File: src/rtl/pc_sequencer.sv
// Program-counter sequencer for the MIPS fetch stage: holds the PC, forms the
// branch/jump/register targets and parks a redirect that arrives during a stall.
module pc_sequencer #(
    parameter int unsigned          ADDR_W   = 32,
    parameter int unsigned          OFF_W    = 16,
    parameter int unsigned          J_W      = 26,
    parameter logic [ADDR_W-1:0]    RESET_PC = '0
) (
    input  logic              clk,
    input  logic              reset,
    input  logic              stall,
    input  logic              redirect_valid,
    input  logic [1:0]        redirect_sel,
    input  logic [ADDR_W-1:0] branch_base,
    input  logic [OFF_W-1:0]  branch_off,
    input  logic [ADDR_W-1:0] jump_base,
    input  logic [J_W-1:0]    jump_field,
    input  logic [ADDR_W-1:0] reg_target,
    output logic [ADDR_W-1:0] pc,
    output logic [ADDR_W-1:0] pc_plus4,
    output logic              redirect_pending,
    output logic              misaligned
);

    typedef enum logic [1:0] {
        SEL_NONE   = 2'b00,
        SEL_BRANCH = 2'b01,
        SEL_JUMP   = 2'b10,
        SEL_REG    = 2'b11
    } sel_e;

    typedef enum logic {
        IDLE = 1'b0,
        HELD = 1'b1
    } state_e;

    state_e            state_q;
    state_e            state_d;
    logic [ADDR_W-1:0] pc_q;
    logic [ADDR_W-1:0] pc_d;
    logic [ADDR_W-1:0] pend_target_q;
    logic              misaligned_q;

    logic [ADDR_W-1:0] off_ext;
    logic [ADDR_W-1:0] branch_target;
    logic [ADDR_W-1:0] jump_target;
    logic [ADDR_W-1:0] reg_target_al;
    logic [ADDR_W-1:0] new_target;
    logic              redirect_active;
    logic              misaligned_d;
    sel_e              sel;

    // Low bits of jump_base are replaced by the jump field and never consulted.
    logic unused_jump_low;
    assign unused_jump_low = ^jump_base[J_W+1:0];

    assign sel             = sel_e'(redirect_sel);
    assign redirect_active = redirect_valid && (sel != SEL_NONE);

    assign off_ext       = {{(ADDR_W-OFF_W){branch_off[OFF_W-1]}}, branch_off};
    assign branch_target = branch_base + (off_ext << 2);
    assign jump_target   = {jump_base[ADDR_W-1:J_W+2], jump_field, 2'b00};
    assign reg_target_al = {reg_target[ADDR_W-1:2], 2'b00};

    always_comb begin
        new_target = branch_target;
        unique case (sel)
            SEL_BRANCH: new_target = branch_target;
            SEL_JUMP:   new_target = jump_target;
            SEL_REG:    new_target = reg_target_al;
            default:    new_target = branch_target;
        endcase
    end

    // A misaligned jr is flagged whether it lands in pc or in the pending slot.
    assign misaligned_d = redirect_active && (sel == SEL_REG) && (reg_target[1:0] != 2'b00);

    always_ff @(posedge clk) begin
        if (reset) begin
            state_q <= IDLE;
        end else begin
            state_q <= state_d;
        end
    end

    always_comb begin
        state_d = state_q;
        unique case (state_q)
            IDLE:    state_d = (stall && redirect_active) ? HELD : IDLE;
            HELD:    state_d = stall ? HELD : IDLE;
            default: state_d = IDLE;
        endcase
    end

    always_comb begin
        redirect_pending = (state_q == HELD);
    end

    always_comb begin
        pc_d = pc_q;
        if (!stall) begin
            if (redirect_active) begin
                pc_d = new_target;
            end else if (state_q == HELD) begin
                pc_d = pend_target_q;
            end else begin
                pc_d = pc_q + ADDR_W'(4);
            end
        end
    end

    always_ff @(posedge clk) begin
        if (reset) begin
            pc_q          <= RESET_PC;
            pend_target_q <= '0;
            misaligned_q  <= 1'b0;
        end else begin
            pc_q         <= pc_d;
            misaligned_q <= misaligned_d;
            if (stall && redirect_active) begin
                pend_target_q <= new_target;
            end
        end
    end

    assign pc         = pc_q;
    assign pc_plus4   = pc_q + ADDR_W'(4);
    assign misaligned = misaligned_q;

endmodule

File: config.mk
export PLATFORM = sky130hd
export DESIGN_NAME = pc_sequencer
export DESIGN_NICKNAME = d
export VERILOG_FILES = /design/src/rtl/pc_sequencer.sv
export SDC_FILE = /design/constraint.sdc
export NUM_CORES = 1
export LEC_CHECK = 0
export BUFFER_PORTS_ARGS = -buffer_cell sky130_fd_sc_hd__buf_4
export CAP_MARGIN = 0
export CORE_MARGIN = 2
export CORE_UTILIZATION = 55
export CTS_CLUSTER_DIAMETER = 150
export CTS_CLUSTER_SIZE = 30
export DETAILED_ROUTE_END_ITERATION = 12
export PLACE_DENSITY = 0.86
export SKIP_CTS_REPAIR_TIMING = 1
export SLEW_MARGIN = 20
export SYNTH_ARGS = -nofsm -noshare
export SYNTH_HDL_FRONTEND = slang
export SYNTH_SLANG_ARGS = --single-unit
File: constraint.sdc
create_clock -name clk -period 6 [get_ports clk]
set_input_delay 0.3 -clock clk [delete_from_list [all_inputs] [get_ports clk]]
set_output_delay 0.3 -clock clk [all_outputs]
set_load 0.01 [all_outputs]
==> impl_metrics.env, run 1 <==
export IMPL_io_pins=210
export IMPL_grt_remaining_overflow=0
export IMPL_slowest_stage="dfxtp_1"
export IMPL_synthAdderAreaFrac=0.0690
export IMPL_ys_seq_elements=66
export IMPL_muxShareOfSynthArea=0.0898
export IMPL_worstSetupPathType="reg2out"
export IMPL_max_freq_mhz=353
export IMPL_dieHeight_um=106
export IMPL_p_leak_uw=0.00337
export IMPL_p_sw_uw=477
export IMPL_clock_skew_ns=0.00604
export IMPL_startpoint_type="flip-flop"
export IMPL_cp_max_fo=7
export IMPL_finalHoldViolCount=0
export IMPL_synth_xor_area_share=0.0780
export IMPL_area_growth_pct=27.8
export IMPL_worstSkewPairLatency_ns=0.34
export IMPL_synthSimpleGateAreaFrac=0.202
export IMPL_clockBufferDepth=2
export IMPL_viasPerCell=6.12
export IMPL_cts_made_buffers=9
export IMPL_route_detailed_drc=0
export IMPL_gr_usage_all_layers=0.303
export IMPL_synth_seq_area_share=0.231
export IMPL_p_int_uw=967
export IMPL_die_area_um2=11200
export IMPL_power_per_cell_area_nw_per_um2=197
export IMPL_drive_gt1_frac=0.242
export IMPL_fillCellCount=821
export IMPL_io_buffer_count=181
export IMPL_design_area_um2=7320
export IMPL_post_dp_cell_area_um2=7090
export IMPL_p_comb_frac=0.359
export IMPL_avgRoutedWirePerCell_um=16.7
export IMPL_rows=37
export IMPL_antenna_found_initial=0
export IMPL_syn_area_per_cell_um2=7.48
export IMPL_min_period_over_period=0.472
export IMPL_syn_cell_area_um2=5730
export IMPL_synth_compound_area_share=0.283
export IMPL_vdd_drop_max_mv=0.115
export IMPL_fp_dieW_um=106
export IMPL_antenna_cells=0
export IMPL_crit_path_cell_trace="nand4_1 > nor4b_4 > and3_1 > or3b_1 > xnor2_1 > buf_4"
export IMPL_seqPwrFrac=0.346
export IMPL_synth_cell_type_count=65
export IMPL_cp_end_kind="primary output"
export IMPL_switching_share=0.330
export IMPL_async_reset_ff_frac=0
export IMPL_syn_num_nets=941
export IMPL_maxSlewHeadroom=0.286
export IMPL_outcome="completed"
export IMPL_hold_class="in2reg"
export IMPL_drtIter0Drc=436
export IMPL_ys_dominant_reg_cell="dfxtp_1"
export IMPL_min_to="misaligned"
export IMPL_r2r_start="pc[16]"
export IMPL_clock_root_buffer="clkbuf_8"
export IMPL_initial_core_util=0.560
export IMPL_gp_congestion=0.976
export IMPL_cts_tree="yes"
export IMPL_report_final_slew_viol_count=0
export IMPL_yosys_area_top_type="dfxtp_1"
export IMPL_min_path_cells=3
export IMPL_nets=1086
export IMPL_rsz0062_at_grt="no"
export IMPL_grt_pass1_wl_mm=27.6
export IMPL_cap_violations=0
export IMPL_synth_top_cell_area_share=0.231
export IMPL_cts_max_level=3
export IMPL_cts_sinks=66
export IMPL_finalSetupTns_ns=0
export IMPL_critical_path_arrival_ns=2.53
export IMPL_ff2ff_setup_slack_ns=3.40
export IMPL_core_area_um2=10200
export IMPL_crit_path_max_incr_delay_ns=0.50
export IMPL_worstMarginPinSlew_ns=1.07
export IMPL_p_clk_frac=0.295
export IMPL_vias=6423
export IMPL_synth_top_family_by_area="compound AO/OA/AOI/OAI gates"
export IMPL_ys_warn_count=0
export IMPL_hp_start="reg_target[0]"
export IMPL_setup_violations_final=0
export IMPL_drtPass1Iterations=7
export IMPL_grt_max_degree=51
export IMPL_drtAntennaViolNets=0
export IMPL_clk_pin_slew_ns=0.07
export IMPL_first_global_vias=5669
export IMPL_dp_cells=1036
export IMPL_timing_rr_end="pc[31]"
export IMPL_critPathRequiredTime_ns=5.70
export IMPL_wl_mm=17.5
export IMPL_r2r_cells=8
export IMPL_synthTopCellsByArea="dfxtp_1 (23%), a21oi_1 (6.9%), mux2i_1 (6.8%)"
export IMPL_synth_cells=766
export IMPL_finalNonFillerCells=1050
export IMPL_dp_hpwl_mm=13.2
export IMPL_synth_edf_count=0
export IMPL_period_needed_ns=2.83
sequential cells by signal, indices dropped and copies added (netlist names):
name and flops:
redirect_pending 1, pend_target_q 32, pc 32, misaligned 1
Yosys cell counts (all sizes together) (2+ instances only):
cell,instances
dfxtp,66
a31o,2
a211oi,24
and4,7
nand4,15
clkbuf,41
mux2,11
nor2,83
nand2,83
nor4,3
o41ai,3
inv,18
o21ai,50
nor4b,3
mux2i,39
a21boi,2
nand3,14
o211a,6
o21a,5
nor2b,3
a21oi,79
a32o,3
a21o,17
xnor2,35
o221ai,7
a211o,3
o22ai,5
buf,11
a221oi,3
ha,30
o311a,2
xor2,16
nor3b,3
o211ai,13
o31ai,2
o21bai,4
nor3,9
a31oi,13
and3,10
nand2b,7
how the worst max path moves through the flow:
stage,cells past startpoint,to,startpoint
finish,6,pc_plus4[31],pc[16]
global route,6,pc_plus4[31],pc[16]
CTS,6,pc_plus4[31],pc[16]
detailed placement,12,pc[24],branch_base[2]
global placement,12,pc[24],branch_base[2]
floorplan,11,pc[24],branch_base[2]
layer usage:
metal / vias up / routed length [um] / GRT usage
li1: 3106 / - / -
met1: 2894 / 7270 / 0.424
met2: 383 / 7880 / 0.475
met3: 40 / 1950 / 0.0386
met4: 0 / 430 / 0.114
met5: - / 0 / 0
final cells by class:
cell class	instances	area, um^2	share of cell area
inverter	18	67.6	0.00923
tap	136	170	0.0232
clock buffer	12	165	0.0226
sequential	66	1320	0.181
clock inverter	2	60.1	0.00821
multi-input combinational	630	4140	0.565
timing repair buffer	186	1400	0.191
power by group through the flow:
stage	Sequential [uW]	Clock, uW	Combinational [uW]
floorplan	508	0	316
global placement	507	0	501
detailed placement	508	0	508
CTS	498	427	511
global route	502	445	566
finish	500	426	519
cell usage in the layout (no fill, tap or decap), types with 9 or more instances in the layout:
cell type  count
a31oi_1       13
clkbuf_8      12
nand2_1       83
a211oi_1      24
xor2_1        16
o21ai_0       47
buf_4        186
inv_1         17
mux2i_1       39
ha_1          30
nor2_1        82
dfxtp_1       66
xnor2_1       35
o211ai_1      13
nand3_1       14
nor3_1         9
and3_1        10
mux2_2        11
nand4_1       15
a21o_1        17
a21oi_1       79
per-stage QoR:
step	total power [uW]	utilization	setup WS (ns)	hold slack, ns
floorplan	823	-	3.56	0.416
global placement	1010	0.693	3.16	0.440
detailed placement	1020	0.693	3.09	0.444
CTS	1440	0.715	3.21	0.163
global route	1510	0.715	3.05	0.191
finish	1440	0.715	3.17	0.161
logic make-up (layout without fill, tap and decap cells):
family          count (synthesis)  after routing
compound gates                251            251
simple gates                  247            247
buf+inv                        70            218
flops                          66             66
xor+xnor                       51             51
mux                            50             50
fa+ha+maj                      31             31
critical path: cells and delay by family (launching register included):
family | cells | cell delay, ns
simple gates | 4 | 1.26
buf+inv | 1 | 0.17
flops | 1 | 0.50
xor+xnor | 1 | 0.26
Power figures use the tool's default switching activity.
==> run 2: changes to the inputs <==
CORE_UTILIZATION = 46   (was 55)
PLACE_DENSITY = 0.76   (was 0.86)
clock period = 2.6 ns   (was 6 ns; I/O delays follow)
==> impl_metrics.env, run 2 (same netlist as run 1, synthesis figures left out) <==
export IMPL_outcome="completed"
export IMPL_io_pins=210
export IMPL_crit_path_cell_trace="nand4_1 > nor4b_4 > and3_1 > or3b_1 > xnor2_1 > buf_4"
export IMPL_rsz0062_at_grt="no"
export IMPL_hold_slack_ns=0.00301
export IMPL_dieHeight_um=116
export IMPL_p_int_uw=2390
export IMPL_rows=40
export IMPL_p_comb_frac=0.358
export IMPL_wl_mm=18.3
export IMPL_cts_tree="yes"
export IMPL_p_leak_uw=0.00357
export IMPL_route_detailed_drc=0
export IMPL_setup_slack_ns=0.0859
export IMPL_hold_class="in2reg"
export IMPL_clock_skew_ns=0.00461
export IMPL_antenna_cells=0
export IMPL_drtIter0Drc=466
export IMPL_drive_gt1_frac=0.268
export IMPL_hp_start="reg_target[0]"
export IMPL_initial_core_util=0.475
export IMPL_final_common_cell="buf_4"
export IMPL_seqPwrFrac=0.320
export IMPL_clockBufferDepth=2
export IMPL_grt_remaining_overflow=0
export IMPL_setup_violations_final=0
export IMPL_p_clk_frac=0.322
export IMPL_cap_violations=0
export IMPL_worstSetupPathType="reg2out"
export IMPL_critPathRequiredTime_ns=2.47
export IMPL_worstSetupStartpoint="pc[18]"
export IMPL_critical_path_arrival_ns=2.38
export IMPL_report_final_slew_viol_count=0
export IMPL_clk_pin_slew_ns=0.05
export IMPL_cts_sinks=66
export IMPL_cts_made_buffers=9
export IMPL_cp_endpoint="pc_plus4[31]"
export IMPL_drtAntennaViolNets=0
export IMPL_grt_max_degree=44
export IMPL_max_freq_mhz=398
export IMPL_io_buffer_count=181
export IMPL_switching_share=0.328
export IMPL_dp_cells=1102
export IMPL_period_needed_ns=2.51
export IMPL_most_common_layout_cells="buf_4 (220), nand2_1 (83), nor2_1 (82)"
export IMPL_vdd_drop_max_mv=0.289
export IMPL_timing_rr_end="pc[31]"
export IMPL_cts_max_level=3
export IMPL_ff2ff_setup_slack_ns=0.25
export IMPL_fp_dieW_um=116
export IMPL_cp_max_fo=5
export IMPL_core_area_um2=12100
export IMPL_vias=6428
export IMPL_gp_congestion=0.910
export IMPL_finalNonFillerCells=1118
export IMPL_clock_root_buffer="clkbuf_16"
export IMPL_crit_path_max_incr_delay_ns=0.43
export IMPL_grt_pass1_wl_mm=28.7
export IMPL_slowest_stage="dfxtp_1"
export IMPL_worstMarginPinSlew_ns=0.676
export IMPL_finalHoldViolCount=0
export IMPL_place_ws_ns=0.0471
export IMPL_r2r_cells=8
export IMPL_finalSetupTns_ns=0
export IMPL_final_core_util=0.636
export IMPL_r2r_start="pc[18]"
export IMPL_antenna_found_initial=0
export IMPL_first_global_vias=5798
export IMPL_area_growth_pct=33.9
export IMPL_cp_end_kind="primary output"
export IMPL_min_period_over_period=0.967
export IMPL_startpoint_type="flip-flop"
export IMPL_avgRoutedWirePerCell_um=16.4
export IMPL_viasPerCell=5.75
export IMPL_dp_hpwl_mm=14.1
export IMPL_fillCellCount=1097
export IMPL_worstSkewPairLatency_ns=0.33
export IMPL_drtPass1Iterations=5
export IMPL_maxSlewHeadroom=0.546
export IMPL_p_sw_uw=1170
export IMPL_gr_usage_all_layers=0.270
export IMPL_power_per_cell_area_nw_per_um2=463
export IMPL_die_area_um2=13400
export IMPL_nets=1120
run 2: worst max-delay path, delay by kind of cell (launching register included):
family                 cells  cell delay, ns
AND/OR/NAND/NOR            4            1.15
buffers and inverters      1            0.18
XOR/XNOR                   1            0.29
flip-flops                 1            0.43
run 2: cell type report:
type | instances | area (um^2) | area share
clock buffers | 14 | 274 | 0.0357
multi-input cells | 630 | 4140 | 0.539
flip-flops and latches | 66 | 1320 | 0.172
repair buffers | 220 | 1650 | 0.215
well taps | 168 | 210 | 0.0274
inverters | 18 | 67.6 | 0.00880
clock inverters | 2 | 10.0 | 0.00130
run 2: how the worst min path moves through the flow:
stage                     cells after the start  slack (ns)         end
after global routing                          3        0.01  misaligned
final                                         3       0.003  misaligned
after detailed placement                      3        0.36  misaligned
after global placement                        3        0.34  misaligned
after CTS                                     3       0.005  misaligned
after floorplan                               2        0.25  misaligned
run 2: power by group through the flow:
stage / clock network (uW) / logic [uW] / registers (uW)
3_5_place_dp: 0 / 1250 / 1160
3_3_place_gp: 0 / 1240 / 1150
4_1_cts: 1150 / 1260 / 1140
2_1_floorplan: 0 / 729 / 1170
5_1_grt: 1180 / 1400 / 1150
6_report: 1140 / 1270 / 1140
run 2: through the flow:
stage / instance area, um^2 / power [uW]
floorplan: 5730 / 1900
global placement: 7390 / 2390
detailed placement: 7390 / 2410
CTS: 7670 / 3550
global route: 7670 / 3730
finish: 7670 / 3550
run 2: layer usage:
layer / GRT usage / vias to the layer above / wire (um)
met5: 0 / - / 0
met4: 0.0643 / 0 / 233
met3: 0.0418 / 18 / 1550
met2: 0.427 / 277 / 8220
met1: 0.387 / 2960 / 8280
li1: - / 3173 / -
